**config.mk**
```make
export PLATFORM = sky130hd
export DESIGN_NAME = lsu_mem_port_flat
export DESIGN_NICKNAME = d
export VERILOG_FILES = /design/src/rtl/lsu_pkg.sv /design/src/rtl/lsu_mem_port_if.sv /design/src/rtl/lsu_load_extend.sv /design/src/rtl/lsu_mem_port.sv /design/src/flat_wrapper.sv
export SDC_FILE = /design/constraint.sdc
export NUM_CORES = 1
export LEC_CHECK = 0
export CORE_MARGIN = 2
export CORE_UTILIZATION = 50
export DETAILED_ROUTE_END_ITERATION = 16
export DONT_BUFFER_PORTS = 1
export GPL_TIMING_DRIVEN = 0
export SYNTH_ARGS = -nofsm -noshare
export SYNTH_HDL_FRONTEND = slang
export SYNTH_SLANG_ARGS = --single-unit
```
**constraint.sdc**
```tcl
create_clock -name clk -period 3.3 [get_ports clk]
set_input_delay 0.33 -clock clk [delete_from_list [all_inputs] [get_ports clk]]
set_output_delay 0.33 -clock clk [all_outputs]
set_load 0.02 [all_outputs]
```
**src/rtl/lsu_pkg.sv**
```systemverilog
// rtl/lsu_pkg.sv - shared funct3 constants, FSM encoding and access-size helpers for the LSU
package lsu_pkg;

    localparam logic [2:0] F3_LB  = 3'd0;
    localparam logic [2:0] F3_LH  = 3'd1;
    localparam logic [2:0] F3_LW  = 3'd2;
    localparam logic [2:0] F3_LBU = 3'd4;
    localparam logic [2:0] F3_LHU = 3'd5;

    typedef enum logic [1:0] {
        IDLE   = 2'd0,
        ACCESS = 2'd1,
        RESP   = 2'd2
    } state_e;

    // Access size in bytes; funct3 values that fault elsewhere simply report 4.
    function automatic logic [2:0] size_of(input logic [2:0] funct3);
        case (funct3)
            3'd0, 3'd4: return 3'd1;
            3'd1, 3'd5: return 3'd2;
            default:    return 3'd4;
        endcase
    endfunction

    function automatic logic [3:0] byte_mask(input logic [2:0] size);
        case (size)
            3'd1:    return 4'b0001;
            3'd2:    return 4'b0011;
            default: return 4'b1111;
        endcase
    endfunction

endpackage

```
**src/rtl/lsu_mem_port_if.sv**
```systemverilog
// rtl/lsu_mem_port_if.sv - byte-addressed data memory port between the LSU and the memory
interface lsu_mem_port_if #(
    parameter int ADDR_W = 16
);
    logic [3:0]        mem_w_en;
    logic [ADDR_W-1:0] mem_address;
    logic [31:0]       mem_write_data;
    logic [31:0]       mem_read_data;

    modport master (
        output mem_w_en,
        output mem_address,
        output mem_write_data,
        input  mem_read_data
    );

    modport slave (
        input  mem_w_en,
        input  mem_address,
        input  mem_write_data,
        output mem_read_data
    );
endinterface

```
**src/rtl/lsu_load_extend.sv**
```systemverilog
// rtl/lsu_load_extend.sv - sign/zero extension of raw load data selected by funct3
module lsu_load_extend
    import lsu_pkg::*;
(
    input  logic [2:0]  funct3,
    input  logic [31:0] raw,
    output logic [31:0] data
);

    always_comb begin
        data = '0;
        case (funct3)
            F3_LB:   data = {{24{raw[7]}}, raw[7:0]};
            F3_LH:   data = {{16{raw[15]}}, raw[15:0]};
            F3_LW:   data = raw;
            F3_LBU:  data = {24'd0, raw[7:0]};
            F3_LHU:  data = {16'd0, raw[15:0]};
            default: data = '0;
        endcase
    end

endmodule

```
**src/rtl/lsu_mem_port.sv**
```systemverilog
// rtl/lsu_mem_port.sv - load/store unit driving one memory access per request with tagged responses
module lsu_mem_port
    import lsu_pkg::*;
#(
    parameter int ADDR_W           = 16,
    parameter int TAG_W            = 5,
    parameter bit ALLOW_MISALIGNED = 1'b1
) (
    input  logic              clk,
    input  logic              rst,
    input  logic              req_valid,
    output logic              req_ready,
    input  logic              req_we,
    input  logic [2:0]        req_funct3,
    input  logic [31:0]       req_addr,
    input  logic [31:0]       req_wdata,
    input  logic [TAG_W-1:0]  req_tag,
    output logic              rsp_valid,
    input  logic              rsp_ready,
    output logic [31:0]       rsp_data,
    output logic [TAG_W-1:0]  rsp_tag,
    output logic              rsp_fault,
    lsu_mem_port_if.master    mem
);

    state_e             state_q, state_d;
    logic               we_q, we_d;
    logic [2:0]         funct3_q, funct3_d;
    logic [ADDR_W-1:0]  addr_q, addr_d;
    logic [31:0]        wdata_q, wdata_d;
    logic [TAG_W-1:0]   tag_q, tag_d;
    logic [31:0]        rsp_data_q, rsp_data_d;
    logic               rsp_fault_q, rsp_fault_d;

    logic [2:0]         req_size;
    logic [ADDR_W:0]    req_last;
    logic               illegal_f3, out_of_range, misaligned, req_fault, accept;
    logic [31:0]        load_data;

    lsu_load_extend u_load_extend (
        .funct3 (funct3_q),
        .raw    (mem.mem_read_data),
        .data   (load_data)
    );

    // The last byte is computed one bit wider so an access running past the top is caught, not wrapped.
    always_comb begin
        req_size     = size_of(req_funct3);
        illegal_f3   = req_we ? (req_funct3 > 3'd2)
                              : (req_funct3 == 3'd3 || req_funct3 == 3'd6 || req_funct3 == 3'd7);
        req_last     = {1'b0, req_addr[ADDR_W-1:0]} + (ADDR_W+1)'(req_size) - (ADDR_W+1)'(1);
        out_of_range = (req_addr[31:ADDR_W] != '0) || req_last[ADDR_W];
        misaligned   = !ALLOW_MISALIGNED &&
                       ((req_size == 3'd2 && req_addr[0]) ||
                        (req_size == 3'd4 && req_addr[1:0] != 2'd0));
        req_fault    = illegal_f3 || out_of_range || misaligned;
    end

    always_comb begin
        state_d     = state_q;
        we_d        = we_q;
        funct3_d    = funct3_q;
        addr_d      = addr_q;
        wdata_d     = wdata_q;
        tag_d       = tag_q;
        rsp_data_d  = rsp_data_q;
        rsp_fault_d = rsp_fault_q;

        req_ready = (state_q == IDLE) || (state_q == RESP && rsp_ready);
        accept    = req_valid && req_ready;

        if (accept) begin
            we_d        = req_we;
            funct3_d    = req_funct3;
            addr_d      = req_addr[ADDR_W-1:0];
            wdata_d     = req_wdata;
            tag_d       = req_tag;
            rsp_fault_d = req_fault;
            if (req_fault) begin
                rsp_data_d = '0;
                state_d    = RESP;
            end else begin
                state_d    = ACCESS;
            end
        end else begin
            case (state_q)
                ACCESS: begin
                    rsp_data_d = we_q ? 32'd0 : load_data;
                    state_d    = RESP;
                end
                RESP:    if (rsp_ready) state_d = IDLE;
                default: state_d = state_q;
            endcase
        end
    end

    // Memory drive decodes straight from the state flop so an async reset kills w_en at once.
    always_comb begin
        mem.mem_w_en       = '0;
        mem.mem_address    = '0;
        mem.mem_write_data = '0;
        if (state_q == ACCESS) begin
            mem.mem_address = addr_q;
            if (we_q) begin
                mem.mem_w_en       = byte_mask(size_of(funct3_q));
                mem.mem_write_data = wdata_q;
            end
        end
    end

    always_ff @(posedge clk or posedge rst) begin
        if (rst) begin
            state_q     <= IDLE;
            we_q        <= 1'b0;
            funct3_q    <= '0;
            addr_q      <= '0;
            wdata_q     <= '0;
            tag_q       <= '0;
            rsp_data_q  <= '0;
            rsp_fault_q <= 1'b0;
        end else begin
            state_q     <= state_d;
            we_q        <= we_d;
            funct3_q    <= funct3_d;
            addr_q      <= addr_d;
            wdata_q     <= wdata_d;
            tag_q       <= tag_d;
            rsp_data_q  <= rsp_data_d;
            rsp_fault_q <= rsp_fault_d;
        end
    end

    assign rsp_valid = (state_q == RESP);
    assign rsp_data  = rsp_data_q;
    assign rsp_tag   = tag_q;
    assign rsp_fault = rsp_fault_q;

endmodule

```
**src/flat_wrapper.sv**
```systemverilog
// flat-port wrapper written by rule: the top's interface ports become plain ports
module lsu_mem_port_flat import lsu_pkg::*;
#(
    parameter int ADDR_W           = 16,
    parameter int TAG_W            = 5,
    parameter bit ALLOW_MISALIGNED = 1'b1
)
  (clk, rst, req_valid, req_ready, req_we, req_funct3, req_addr, req_wdata, req_tag, rsp_valid, rsp_ready, rsp_data, rsp_tag, rsp_fault, mem_mem_w_en, mem_mem_address, mem_mem_write_data, mem_mem_read_data);
  lsu_mem_port_if #(.ADDR_W(ADDR_W)) mem_i ();
  input  logic clk;
  input  logic rst;
  input  logic req_valid;
  output logic req_ready;
  input  logic req_we;
  input  logic [2:0] req_funct3;
  input  logic [31:0] req_addr;
  input  logic [31:0] req_wdata;
  input  logic [TAG_W-1:0] req_tag;
  output logic rsp_valid;
  input  logic rsp_ready;
  output logic [31:0] rsp_data;
  output logic [TAG_W-1:0] rsp_tag;
  output logic rsp_fault;
  output wire logic [$bits(mem_i.mem_w_en)-1:0] mem_mem_w_en;
  output wire logic [$bits(mem_i.mem_address)-1:0] mem_mem_address;
  output wire logic [$bits(mem_i.mem_write_data)-1:0] mem_mem_write_data;
  input wire logic [$bits(mem_i.mem_read_data)-1:0] mem_mem_read_data;
  assign mem_mem_w_en = mem_i.mem_w_en;
  assign mem_mem_address = mem_i.mem_address;
  assign mem_mem_write_data = mem_i.mem_write_data;
  assign mem_i.mem_read_data = mem_mem_read_data;
  lsu_mem_port #(.ADDR_W(ADDR_W), .TAG_W(TAG_W), .ALLOW_MISALIGNED(ALLOW_MISALIGNED)) u_core (.clk(clk), .rst(rst), .req_valid(req_valid), .req_ready(req_ready), .req_we(req_we), .req_funct3(req_funct3), .req_addr(req_addr), .req_wdata(req_wdata), .req_tag(req_tag), .rsp_valid(rsp_valid), .rsp_ready(rsp_ready), .rsp_data(rsp_data), .rsp_tag(rsp_tag), .rsp_fault(rsp_fault), .mem(mem_i));
endmodule
```
* Word level (Yosys, flattened, before mapping)
Cells that the tools add are included.
Word-level totals: register bits 92, input port bits 109, output and inout port bits 92, word-level logic and storage cells 66
Operators by class: add/subtract/negate cells 2, order comparisons 1, equality and inequality tests 16, mux-type cells 20, reductions and logical operators 19
Operator list (count):
- $mux W32 | 6
- $pmux W32 S5 | 1
- $eq A3 B3 Y1 const B | 6
- $add A16 B3 Y17 | 1
- $sub A17 B1 Y17 const B | 1
- $mux W16 | 1
- $reduce_bool A16 Y1 | 1
- $pmux W3 S2 | 2
- $eq A3 B1 Y1 const B | 3
- $eq A3 B2 Y1 const B | 3
- $mux W4 | 2
- $pmux W4 S2 | 1
- $reduce_or A2 Y1 | 4
- $logic_not A3 Y1 | 2
- $mux W2 | 3
- $mux W3 | 2
- $logic_or A1 B1 Y1 | 5
- $pmux W2 S2 | 1
- $reduce_and A2 Y1 | 2
- $gt A3 B2 Y1 const B | 1
- $ne A3 B1 Y1 const B | 1
- $reduce_bool A3 Y1 | 1
- $eq A2 B1 Y1 const B | 1
- $eq A2 B2 Y1 const B | 1
- 5 further kinds | 6

* Logic depth before layout (Yosys ltp)
word-level depth 9, mapped depth 12, gate-level depth less buffers 11

* Hierarchy
From an unflattened synthesis, not the netlist that was laid out.
Second synthesis, totals: cell total of the unflattened synthesis 595, area total of the unflattened synthesis 5509.0 um^2
Modules (own cells, without submodules):
- lsu_mem_port | instances 1, cells an instance 524, area each 4916.0 um^2, seq. area each 2302.2 um^2
- lsu_load_extend | instances 1, cells an instance 71, area each 593.1 um^2, seq. area each 0.0 um^2

* Worst setup path after synthesis
No wires, ideal clock.
kind input to register, start input req_addr[2], end register u_core.rsp_data_q[0] (netlist: u_core.rsp_data[0]), library setup time 0.121 ns, arrival time 2.333 ns, data required time 3.179 ns, setup slack 0.846 ns, cell stages on the path 11, buffers on the path 1, path through inv_1 > ha_1 > inv_1 > ha_1 > and3b_1 > a221oi_1 > or4b_1 > a41o_1 > a21o_1 > buf_6 > a22o_1
On the way: cells in the longest elaborated chain, start to end 6
Ends and longest elaborated chain:
- start, declared | RTL line flat_wrapper.sv:16 | input logic [31:0] req_addr;
- $add A16 B3 Y17 | RTL line lsu_mem_port.sv:51 | req_last = {1'b0, req_addr[ADDR_W-1:0]} + (ADDR_W+1)'(req_size) - (ADDR_W+1)'(1);
- $sub A17 B1 Y17 | RTL line lsu_mem_port.sv:51
- $logic_or A1 B1 Y1 | RTL line lsu_mem_port.sv:52 | out_of_range = (req_addr[31:ADDR_W] != '0) || req_last[ADDR_W];
- $logic_or A1 B1 Y1 | RTL line lsu_mem_port.sv:56 | req_fault = illegal_f3 || out_of_range || misaligned;
- $ne A2 B1 Y1 (no line)
- $reduce_and A2 Y1 (no line)
- end signal, assigned | RTL line lsu_mem_port.sv:128 | rsp_data_q <= rsp_data_d;
- end, declared | RTL line lsu_mem_port.sv:32 | logic [31:0] rsp_data_q, rsp_data_d;
Every way passes these cells. A chain may end at the register's enable or synchronous reset.

* Worst setup path after layout
start register u_core.state_q[0], end register u_core.rsp_data_q[13] (netlist: u_core.rsp_data[13])
On the way: cells in the longest elaborated chain, start to end 6, elaborated cells on any way between the ends 10, those cells by class eq/ne: 3; mux: 1; reduce/logical: 6
Ends and longest elaborated chain:
- start, declared | RTL line lsu_mem_port.sv:26 | state_e state_q, state_d;
- start signal, assigned | RTL line lsu_mem_port.sv:122 | state_q <= state_d;
- $eq A2 B2 Y1 *
- net rsp_valid | RTL line flat_wrapper.sv:19 | output logic rsp_valid;
- $logic_and A1 B1 Y1 * | RTL line lsu_mem_port.sv:69 | req_ready = (state_q == IDLE) || (state_q == RESP && rsp_ready);
- $logic_or A1 B1 Y1 * | RTL line lsu_mem_port.sv:69
- net req_ready | RTL line flat_wrapper.sv:13 | output logic req_ready;
- $logic_and A1 B1 Y1 * | RTL line lsu_mem_port.sv:70 | accept = req_valid && req_ready;
- $ne A2 B1 Y1 (no line) or $reduce_bool A2 Y1 (tied branches)
- $reduce_and A2 Y1 (no line)
The timed path passes the listed nets; every way through them passes the cells marked *.

==> summary by stage <==
Yosys
The synthesized design spends more area on one cell type than any other, namely sky130_fd_sc_hd__dfrtp_1. Counting every net in the synthesized netlist gives 630. The primary flip-flop cell chosen by synthesis mapping is sky130_fd_sc_hd__dfrtp_1. Counting flops and latches in the post-synthesis netlist gives 92. The distinct cell type count of the synthesized netlist is 34.

After synthesis the cells add up to 4497 sq um. The share of synthesized area in the top cell type comes to 0.5120. By area the synthesized netlist is led by sky130_fd_sc_hd__dfrtp_1 (51%), sky130_fd_sc_hd__nand2_1 (13%), sky130_fd_sc_hd__ha_1 (5.3%). The sequential fraction of the synthesis area is 0.5120. The number of synthesis warnings is 0. The average size of a mapped cell is 8.958 sq um.

Counting every instance in the synthesized netlist gives 502. Counting flops with an async set or reset pin after synthesis yields a share of 1.000. The number of flops mapped to enable cells by yosys is 0.

Placed design
Detailed placement finished with a half-perimeter wire length of 8.365 mm. Input and output buffers added on the ports amount to 0. Routability-driven placement finished with a final weighted congestion of 0.7828.

Timing
For the pin with the worst max-slew slack, the measured transition is 710.9 ps. The final count of hold timing violations came to 0. Headroom to the max-slew limit came out at 0.5224.

Setup repair after global routing left no endpoint under its margin. The share of the clock period used by the worst path is 0.8648. Between clock sinks in the finished design, the worst skew comes to 9.466 ps. Setup violations remaining at the end of the flow were counted as 0.

The highest achievable clock rate is 350.4 MHz. The tightest hold margin is 75.29 ps. The max-slew violation count is 0.

Counting I/O delays and the setup requirement, the final critical path takes 2854 ps.

Floorplanning
The overall die height is 98.84 microns. The die covers 9768 sq um. In this run the count of I/O pins placed on the die edge is 201.

The initialized floorplan defines 34 standard-cell rows. The placeable core region is 8721 sq um. The initial utilization of the core area, before any placement, comes to 0.5156.

The horizontal die dimension is 98.84 microns.

Cells and area
The area overhead of the layout relative to synthesis is 8.375%. In the final layout, flip-flops and latches occupy 2302 sq um. The core occupancy in the finished layout is 0.5588. The number of antenna diodes is 0.

The count of nets after finishing is 643. In the final layout, the multi-input gates occupy 1967 sq um. The share of cells above drive strength 1 is 0.04423. After filler insertion, the fill cell instance count of the layout stands at 791.

Min path
For hold timing, the worst endpoint is u_core.wdata_q[28]. The path class of the tightest hold or removal check is in2reg. The startpoint identified for the worst hold timing path is req_wdata[28].

The worst hold path was traced through 2 stages.

Critical path
For the worst setup path, the data arrival time is 3070 ps. The number of cells on the worst reg-to-reg path is 10. The worst flop-to-flop path endpoint is u_core.rsp_data[13]. STA puts the critical path data required time at 3520 ps. The timing startpoint of the critical path is u_core.state_q[0]. The worst setup path is launched from a register.

The kind of end point of the critical path is a register. The maximum fanout along the worst path is 10. By startpoint and endpoint, the worst setup path is classified as reg2reg. The critical register-to-register path startpoint is u_core.state_q[0]. The setup check on the worst reg-to-reg path leaves a slack of 450 ps.

GRT
The number of global-route vias before repair came to 3617. For this run the aggregate overflow at the end of global routing stands at 0. The largest net degree at the start of global routing is 71. The number of antenna violations at the first check in global routing is 0.

The first global-routing pass estimated 18.35 mm of wire. The global routing usage summed across all routing layers is 0.2353.

Clock tree
The clock passes through at most 2 buffers. Clock-pin slew was measured on the worst setup and hold paths at 100 ps. In this run, post-CTS repair resized a total of 0 instances. The tree is rooted in a sky130_fd_sc_hd__clkbuf_8. The H-tree depth is 3. For the worst-skew pair, the clock arrives at the later sink with an insertion delay of 350 ps. The clock net sink count is 92. The TritonCTS clock tree is built.

Counting the buffers created by CTS gives 9.

Routing
The total routed wirelength is 11.10 mm. The count of unresolved DRC violations after routing is 0. The uppermost signal routing layer after detailed routing is met4. The routed wire length per instance is 17.68 microns.

The detailed-routing iteration count for the pre-antenna-repair pass is 4. The number of routed nets with antenna violations is 0. The via count is 3528. The routed length on met3 is 1.082 mm. In the detailed route, the total length drawn on met2 is 5.084 mm.

For this block, wires on met1 add up to 4.807 mm. The iteration-0 DRC count of the detailed router is 101. After detailed routing, the number of vias per cell comes to 5.618.

Pwr
The combinational share of power is 0.276. Power spread over the standard cell area amounts to 705.6 nW/um^2. The share of total power in the clock network is 0.228. Of the total power, registers draw 0.496. In this run the power spent charging and discharging nets is 1270 uW.

The switching power share of the total is 0.3694. The internal power of the cells totals 2168 uW. The peak supply drop is 0.3615 mV.

For this design the static power due to leakage is 0.002508 uW.

Run status
The flow ran to the end, and the final reports show no timing, DRC or antenna violations.

Flow run
Max-cap violations in this run came to 0.
## worst max-delay path by stage
stage,slack (ps),end,cells after the start
after floorplan,580,u_core.addr_q[0],1
after global placement,-510,u_core.addr_q[9],1
after detailed placement,420,u_core.rsp_data[13],10
after CTS,410,u_core.rsp_data[13],10
after global routing,200,u_core.rsp_data[13],10
final,450,u_core.rsp_data[13],10
## per-stage QoR
step / total power (uW) / std cells / TNS [ps] / setup slack (ps) / instance area (sq um)
floorplan: 2419 / 502 / 0 / 578.0 / 4497
global placement: 2645 / 610 / -46660 / -512.3 / 4632
detailed placement: 2690 / 611 / 0 / 423.4 / 4662
CTS: 3470 / 628 / 0 / 407.5 / 4873
global route: 3724 / 628 / 0 / 204.7 / 4873
finish: 3439 / 628 / 0 / 446.3 / 4873
## cells by family after synthesis
group	share of synthesized area
simple gates	0.2379
fa+ha+maj	0.05287
flops	0.5120
compound gates	0.1422
buf+inv	0.05064
mux	0.004452
## power groups by stage
stage,combinational (uW),clock (uW),sequential (uW)
final,951,783,1700
after detailed placement,965,0,1730
after global routing,1140,836,1750
after floorplan,756,0,1660
after CTS,967,797,1710
after global placement,932,0,1710
## state kept, by name (all words and copies together), names as in the netlist
name and flops:
u_core.addr_q 16, u_core.funct3_q 3, u_core.rsp_data 32, u_core.rsp_fault 1, u_core.rsp_tag 5, u_core.state_q 2, u_core.wdata_q 32, u_core.we_q 1
## cell usage in the layout (no fill, tap or decap), types with 3 or more instances in the layout
master	synthesis	final
sky130_fd_sc_hd__dfrtp_1	92	92
sky130_fd_sc_hd__nor4_1	4	4
sky130_fd_sc_hd__nand2_1	159	159
sky130_fd_sc_hd__nand3_1	3	3
sky130_fd_sc_hd__and3_1	33	33
sky130_fd_sc_hd__inv_1	24	23
sky130_fd_sc_hd__nor3_1	3	3
sky130_fd_sc_hd__a21oi_1	37	37
sky130_fd_sc_hd__ha_1	19	19
sky130_fd_sc_hd__buf_1	5	5
sky130_fd_sc_hd__clkbuf_1	24	25
sky130_fd_sc_hd__a221oi_1	3	3
sky130_fd_sc_hd__and2_1	18	18
sky130_fd_sc_hd__clkbuf_8	0	10
sky130_fd_sc_hd__a22o_1	8	8
sky130_fd_sc_hd__o21ai_0	20	20
sky130_fd_sc_hd__o2bb2ai_1	24	24
sky130_fd_sc_hd__nand4_1	3	3
## Yosys cell counts, drive strengths merged, types with 4 or more instances
cell type  number
ha             19
clkbuf         24
and2           18
nor4            4
o2bb2ai        24
a22o            8
nand2         159
a21oi          37
and3           33
buf             9
o21ai          20
inv            24
dfrtp          92
nor3            4
## timing repair
action	4_1_cts	5_1_grt
hold buffers	1	0
buffers inserted	0	0
hold endpoints to repair	22	0
## area by class of cell
class | instances | share of cell area
inverter | 24 | 0.01900
buffer | 33 | 0.02824
timing repair buffer | 2 | 0.007702
tap | 108 | 0.02773
clock buffer | 11 | 0.02901
sequential | 92 | 0.4724
clock inverter | 5 | 0.01232
multi-input combinational | 353 | 0.4036
## per-layer routing
metal  track usage  up-vias
li1              -     1714
met1        0.3237     1653
met2        0.3643      150
met3       0.07021       11
met4       0.06639        0
met5             0        -
## worst max-delay path: stages (launching register included)
cell and delay (ps):
sky130_fd_sc_hd__dfrtp_1 400, sky130_fd_sc_hd__inv_1 90, sky130_fd_sc_hd__ha_1 330, sky130_fd_sc_hd__a21o_1 350
sky130_fd_sc_hd__and2_1 170, sky130_fd_sc_hd__clkbuf_1 470, sky130_fd_sc_hd__nor2_1 80, sky130_fd_sc_hd__a41o_1 220
sky130_fd_sc_hd__a21o_1 240, sky130_fd_sc_hd__buf_2 220, sky130_fd_sc_hd__o2bb2ai_1 150
No activity file was read; power rests on OpenSTA's default activity.
